[config.mk]
export PLATFORM = sky130hd
export DESIGN_NAME = generador_verificador_compuertas
export DESIGN_NICKNAME = d
export VERILOG_FILES = /design/src/rtl/generador_verificador_compuertas.sv
export SDC_FILE = /design/constraint.sdc
export NUM_CORES = 1
export LEC_CHECK = 0
export CAP_MARGIN = 20
export CORE_UTILIZATION = 30
export DETAILED_ROUTE_END_ITERATION = 7
export PLACE_DENSITY = 0.57
export RECOVER_POWER = 100
export SYNTH_ARGS = -nofsm -noshare
export SYNTH_HDL_FRONTEND = slang
export SYNTH_SLANG_ARGS = --single-unit
[constraint.sdc]
create_clock -name clk -period 1.7 [get_ports clk]
set_input_delay 0.17 -clock clk [delete_from_list [all_inputs] [get_ports clk]]
set_output_delay 0.17 -clock clk [all_outputs]
set_load 0.005 [all_outputs]
[src/rtl/generador_verificador_compuertas.sv]
// Exhaustive stimulus generator and response checker for the XOR/AND gate lab.
// Walks every WIDTH-bit vector, samples gate responses after SETTLE cycles.
module generador_verificador_compuertas #(
    parameter int WIDTH  = 2,
    parameter int SETTLE = 1,
    parameter int NXOR   = 2,
    parameter int NAND   = 2,
    parameter int CNT_W  = 8
) (
    input  logic             clk,
    input  logic             reset,
    input  logic             start,
    input  logic [NXOR-1:0]  rta_xor,
    input  logic [NAND-1:0]  rta_and,
    output logic [WIDTH-1:0] estimulo,
    output logic             busy,
    output logic             done,
    output logic             pass,
    output logic [CNT_W-1:0] error_count,
    output logic [NXOR-1:0]  err_xor,
    output logic [NAND-1:0]  err_and,
    output logic             first_fail_valid,
    output logic [WIDTH-1:0] first_fail_estimulo
);

    localparam int WCW = (SETTLE > 1) ? $clog2(SETTLE) : 1;

    typedef enum logic [1:0] {IDLE, WAIT, CHECK, DONE} state_t;

    state_t         state, stateNext;
    logic [WCW-1:0] wcnt;
    logic           gx, ga, anyFail, lastVec;
    logic [NXOR-1:0] mx;
    logic [NAND-1:0] ma;

    assign gx      = ^estimulo;
    assign ga      = &estimulo;
    assign mx      = rta_xor ^ {NXOR{gx}};
    assign ma      = rta_and ^ {NAND{ga}};
    assign anyFail = (|mx) | (|ma);
    assign lastVec = (estimulo == {WIDTH{1'b1}});

    always_comb begin
        stateNext = state;
        unique case (state)
            IDLE, DONE: if (start) stateNext = WAIT;
            WAIT:  if (wcnt == WCW'(SETTLE - 1)) stateNext = CHECK;
            CHECK: stateNext = lastVec ? DONE : WAIT;
            default: stateNext = IDLE;
        endcase
    end

    always_ff @(posedge clk or posedge reset) begin
        if (reset) begin
            state               <= IDLE;
            wcnt                <= '0;
            estimulo            <= '0;
            error_count         <= '0;
            err_xor             <= '0;
            err_and             <= '0;
            first_fail_valid    <= 1'b0;
            first_fail_estimulo <= '0;
        end else begin
            state <= stateNext;
            unique case (state)
                IDLE, DONE: begin
                    if (start) begin
                        wcnt                <= '0;
                        estimulo            <= '0;
                        error_count         <= '0;
                        err_xor             <= '0;
                        err_and             <= '0;
                        first_fail_valid    <= 1'b0;
                        first_fail_estimulo <= '0;
                    end
                end
                WAIT: wcnt <= wcnt + 1'b1;
                CHECK: begin
                    err_xor <= err_xor | mx;
                    err_and <= err_and | ma;
                    if (anyFail) begin
                        // Saturate so a long failing run never reads as clean
                        if (error_count != {CNT_W{1'b1}})
                            error_count <= error_count + 1'b1;
                        if (!first_fail_valid) begin
                            first_fail_valid    <= 1'b1;
                            first_fail_estimulo <= estimulo;
                        end
                    end
                    if (!lastVec) begin
                        estimulo <= estimulo + 1'b1;
                        wcnt     <= '0;
                    end
                end
                default: ;
            endcase
        end
    end

    assign busy = (state == WAIT) || (state == CHECK);
    assign done = (state == DONE);
    assign pass = done && (error_count == '0);

endmodule

# After elaboration in Yosys (flattened, before gate mapping)
# Cells that the tools add are included.
dict set report op_classes {
  addsub 3
  eq_ne 11
  muxes 21
  n_bitwise 5
  n_reduce_logical 17
}
# operator count
set ops {}
lappend ops {{$mux W8} 3}
lappend ops {{$pmux W2 S2} 4}
lappend ops {{$pmux W8 S2} 1}
lappend ops {{$mux W2} 7}
lappend ops {{$ne A2 B2 Y1 const B} 6}
lappend ops {{$add A8 B1 Y8 const B} 1}
lappend ops {{$logic_not A8 Y1} 1}
lappend ops {{$ne A8 B8 Y1 const B} 1}
lappend ops {{$reduce_and A2 Y1} 4}
lappend ops {{$reduce_and A4 Y1} 2}
lappend ops {{$eq A2 B2 Y1 const B} 3}
lappend ops {{$pmux W2 S3} 1}
lappend ops {{$reduce_and A3 Y1} 2}
lappend ops {{$reduce_or A2 Y1} 3}
lappend ops {{$or A2 B2 Y2} 2}
lappend ops {{$xor A2 B2 Y2} 2}
lappend ops {{$mux W1} 3}
lappend ops {{$pmux W1 S3} 1}
lappend ops {{$add A2 B1 Y2 const B} 1}
lappend ops {{$eq A2 B1 Y1 const B} 1}
lappend ops {{$logic_not A2 Y1} 1}
lappend ops {{$pmux W1 S2} 1}
lappend ops {{$reduce_bool A2 Y1} 1}
lappend ops {{$reduce_xor A2 Y1} 1}
lappend ops {{other kinds (4)} 4}
dict set report totals {
  reg_bits 20
  input_bits 7
  out_inout_bits 20
  word_cells 65
}

# Depth between registers and ports, before layout
# Gate-level depths: netlist of run 1.
dict set report logic_depth {
  word_depth 6
  mapped_depth 9
  depth_no_buf 7
}

# Worst setup path before layout of run 1
# OpenSTA, ideal clock, no wires.
dict set report synth_path {
  path_kind {register to register}
  from {reg estimulo[0]}
  to {reg error_count[0]}
  setup_ns 0.125
  arrival_ns 1.756
  t_required_ns 1.575
  setup_slack_ns -0.180
  path_stages_with_launch 7
  path_buffers 0
  cell_sequence {dfrtp_1 -> ha_1 -> and3_4 -> o22ai_4 -> o21ai_2 -> a21o_1 -> mux2_2}
}
dict set report synth_between {
  elab_chain_len 6
  word_cells_on_any_way 9
  cone_classes {eq/ne: 1; bitwise: 3; reduce/logical: 5}
}
# element line
set synth_rtl {}
lappend synth_rtl {{from (decl)} 15} ;# output logic [WIDTH-1:0] estimulo,
lappend synth_rtl {{from (signal assigned)} 91} ;# estimulo <= estimulo + 1'b1;
lappend synth_rtl {{$reduce_xor A2 Y1 / $reduce_and A2 Y1 (equally long branches)} {36, 37}}
lappend synth_rtl {{$xor A2 B2 Y2, on equally long branches} {38, 39}}
lappend synth_rtl {{$reduce_or A2 Y1} 40} ;# assign anyFail = (|mx) | (|ma);
lappend synth_rtl {{$or A1 B1 Y1 (*)} 40}
lappend synth_rtl {{$ne A2 B2 Y1 (no line) (*)} --}
lappend synth_rtl {{$reduce_and A4 Y1 (no line) (*)} --}
lappend synth_rtl {{to (signal assigned)} 84} ;# error_count <= error_count + 1'b1;
lappend synth_rtl {{to (decl)} 19} ;# output logic [CNT_W-1:0] error_count,
# Mark *: on every way between the ends. The rest lies on a longest branch, timed or not.
# A chain may end at the register's enable or synchronous reset.

# Final worst setup path of run 1
dict set report layout_path {
  from {reg estimulo[1]}
  to {reg error_count[0]}
}
# The elaborated chain is that of the path after synthesis.

==> impl_metrics.env, run 1 <==
export IMPL_status="finished, violations left"
export IMPL_violations="setup timing"
export IMPL_fin_crit_sh_pct=104
export IMPL_drv_slew=0
export IMPL_critPathCaptureType="flip-flop"
export IMPL_avgSynthCellArea_um2=9.40
export IMPL_seq_power_share_pct=25.3
export IMPL_setup_tns_ns=-0.278
export IMPL_initialDrtViolationCount=49
export IMPL_syn_nets=140
export IMPL_power_density_nw_per_um2=1420
export IMPL_drive_gt1_share_pct=28.5
export IMPL_postLayoutSetupSlackWorst_ns=-0.0735
export IMPL_multi_input_area_um2=702
export IMPL_gr_total_overflow=0
export IMPL_core_um2=3740
export IMPL_synthMuxAreaShare_pct=1.89
export IMPL_seq_area_frac_synth_pct=41.9
export IMPL_grt_usage_pct=15.7
export IMPL_p_total_mw=2.60
export IMPL_die_w_um=65.1
export IMPL_cts_buffers=3
export IMPL_rows=22
export IMPL_p_int_mw=1.60
export IMPL_ys_warn_count=0
export IMPL_relSlewSlack_pct=22.0
export IMPL_synthArstFlopShare_pct=100
export IMPL_grt_pass1_vias=1122
export IMPL_viasPerCell=5.16
export IMPL_synth_top_family_by_area="simple AND/OR/NAND/NOR gates"
export IMPL_postRouteAntennaNets=0
export IMPL_cts_buffer_depth=2
export IMPL_place_ws_ns=-0.121
export IMPL_synth_compound_area_share_pct=20.6
export IMPL_clock_skew_ns=0.00445
export IMPL_max_freq_mhz=564
export IMPL_setup_viol=6
export IMPL_pwr_share_comb_pct=60.0
export IMPL_instances_no_fill=234
export IMPL_vias=1208
export IMPL_drtPass1Iterations=4
export IMPL_insertion_delay_ns=0.26
export IMPL_cts_htree_levels=1
export IMPL_utilization_pct=49.1
export IMPL_path_max_fanout=5
export IMPL_synthFlopType="dfrtp_1"
export IMPL_fill_cells=357
export IMPL_tightest_slew_ns=1.17
export IMPL_syn2layout_area_growth_pct=54.1
export IMPL_path_class="reg -> reg"
export IMPL_period_minus_slack_ns=1.77
export IMPL_synthCells=127
export IMPL_hold_buffers=0
export IMPL_placed_cells=228
export IMPL_whs_ns=0.494
export IMPL_power_leakage_nw=0.818
export IMPL_initial_core_util_pct=31.9
export IMPL_antenna_found_initial=0
export IMPL_wire_per_inst_um=13.3
export IMPL_insertedDiodeCount=0
export IMPL_synth_xor_area_share_pct=2.94
export IMPL_vdd_ir_drop_max_v=0.000818
export IMPL_ys_ff_latch=20
export IMPL_start_kind="flip-flop"
export IMPL_grt_max_degree=21
export IMPL_crit_start="estimulo[1]$_DFFE_PP0P_"
export IMPL_power_switching_mw=1.01
export IMPL_r2r_slack_ns=-0.07
export IMPL_drt_total_wl_mm=3.11
export IMPL_r2r_cells=6
export IMPL_synthDistinctLibCells=41
export IMPL_switching_share_pct=38.6
export IMPL_cts_tree="done"
export IMPL_clk_pin_slew_ns=0.08
export IMPL_post_route_cell_area_um2=1840
export IMPL_clkPwrFrac_pct=14.8
export IMPL_io_buffers=26
export IMPL_crit_reg2reg_launch="estimulo[1]$_DFFE_PP0P_"
export IMPL_place_hpwl_mm=2.34
export IMPL_ff_latch_area_um2=503
export IMPL_cts_sinks=20
export IMPL_cap_violations=0
export IMPL_place_area_um2=1760
export IMPL_yosysTopAreaCell="dfrtp_1"
export IMPL_grt_pass1_wl_mm=5.13
export IMPL_final_nets=200
export IMPL_synth_top_area_share_pct=41.9
export IMPL_hold_viol_final=0
export IMPL_dieHeight_um=65.1
export IMPL_endpoint="error_count[0]$_DFFE_PP0P_"
export IMPL_cts_root_buf="clkbuf_8"
export IMPL_synth_area_top_cells="dfrtp_1, ha_1, a21oi_1, nor2_1, nand2_1"
export IMPL_worstPathArrival_ns=1.93
export IMPL_io_pins=27
export IMPL_cp_data_required_time_ns=1.85
export IMPL_synthSimpleGateAreaFrac_pct=21.5
export IMPL_dieArea_um2=4230
export IMPL_syn_cell_area_um2=1190
export IMPL_min_path_type="reg -> reg"
export IMPL_r2r_end="error_count[0]$_DFFE_PP0P_"
export IMPL_synthAdderAreaFrac_pct=6.29
export IMPL_synth_edf_count=0
export IMPL_route_detailed_drc=0
export IMPL_place_congestion=0.826
export IMPL_rsz0062_at_grt="yes"
## cell usage in the layout, fill, tap and decap left out, drive strengths merged, types with 4 or more instances in the layout
| cell type | count |
|---|---|
| a21oi | 10 |
| buf | 22 |
| clkbuf | 17 |
| clkdlybuf4s50 | 12 |
| dfrtp | 20 |
| dlygate4sd3 | 12 |
| ha | 6 |
| inv | 9 |
| nand2 | 12 |
| nor2 | 13 |
| o21ai | 6 |
| o311ai | 4 |
| xor2 | 4 |
## power by group through the flow
stage,Combinational (mW),Sequential (mW),Clock (mW)
finish,1.56,0.658,0.384
global route,1.74,0.675,0.405
CTS,1.57,0.664,0.383
detailed placement,1.49,0.670,0
global placement,1.46,0.665,0
floorplan,0.742,0.685,0
## cells by family (layout without fill, tap and decap cells)
kind of cell | after synthesis | count (layout)
xor+xnor | 4 | 4
fa+ha+maj | 6 | 6
mux | 2 | 2
compound gates | 34 | 34
buf+inv | 14 | 73
flops | 20 | 20
simple gates | 47 | 47
## flip-flops by register name (all words and copies together), names as in the netlist
register             cells
wcnt                     1
err_xor                  2
estimulo                 2
state                    2
err_and                  2
first_fail_valid         1
first_fail_estimulo      2
error_count              8
## layout make-up
class                   instances  area share, %
clock buffers                   4           2.99
inverters                       9           1.84
multi-input cells              93           38.2
flip-flops and latches         20           27.3
well taps                      48           3.27
repair buffers                 60           26.4
## synth_stat cells (2+ instances only)
| cell | number |
|---|---|
| dfrtp_1 | 20 |
| nand3_1 | 3 |
| mux2_2 | 2 |
| nand2_1 | 12 |
| ha_1 | 6 |
| o21ai_0 | 5 |
| inv_1 | 9 |
| nor3_1 | 2 |
| nor2_1 | 13 |
| buf_2 | 4 |
| o311ai_1 | 3 |
| o41ai_1 | 3 |
| o211ai_1 | 3 |
| a21oi_1 | 10 |
| xor2_1 | 4 |
| nand4_1 | 3 |
## metal layers
layer | wire length (um) | GRT usage, % | vias up
met2 | 1540 | 26.7 | 25
li1 | - | - | 586
met4 | 25 | 4.08 | 0
met5 | 0 | 0 | -
met1 | 1440 | 20.6 | 593
met3 | 110 | 2.29 | 4
## critical path, cell delays in order, from the launching register on
cell	delay [ns]
dfrtp_2	0.43
ha_4	0.26
and3_4	0.16
o22ai_4	0.21
o21ai_2	0.15
a21o_1	0.20
mux2_2	0.25
## worst min path at each step
stage / from / end / slack [ns] / cells after the start
after floorplan: reset / err_and[0]$_DFFE_PP0P_ / 0.13 / 1
after global placement: err_xor[0]$_DFFE_PP0P_ / err_xor[0]$_DFFE_PP0P_ / 0.48 / 2
after detailed placement: err_xor[0]$_DFFE_PP0P_ / err_xor[0]$_DFFE_PP0P_ / 0.48 / 2
after CTS: reset / err_xor[1]$_DFFE_PP0P_ / 0.25 / 3
after global routing: err_and[0]$_DFFE_PP0P_ / err_and[0]$_DFFE_PP0P_ / 0.53 / 2
final: err_xor[0]$_DFFE_PP0P_ / err_xor[0]$_DFFE_PP0P_ / 0.49 / 2
## repair_timing
item,4_1_cts,5_1_grt
pin swaps,3,0
buffers inserted,2,0
setup endpoints to repair,15,17
resized for setup,9,11
(Power assumes the default switching activity.)
==> run 2: changes to the inputs <==
--- a/config.mk
+++ b/config.mk
@@ -7,6 +7,7 @@
 export LEC_CHECK = 0
 export CAP_MARGIN = 20
 export CORE_UTILIZATION = 30
+export CTS_CLUSTER_DIAMETER = 80
 export DETAILED_ROUTE_END_ITERATION = 7
 export PLACE_DENSITY = 0.57
 export RECOVER_POWER = 100
==> results of run 2 <==
Same layout as run 1: the final DEF is identical, and so are final timing and power.
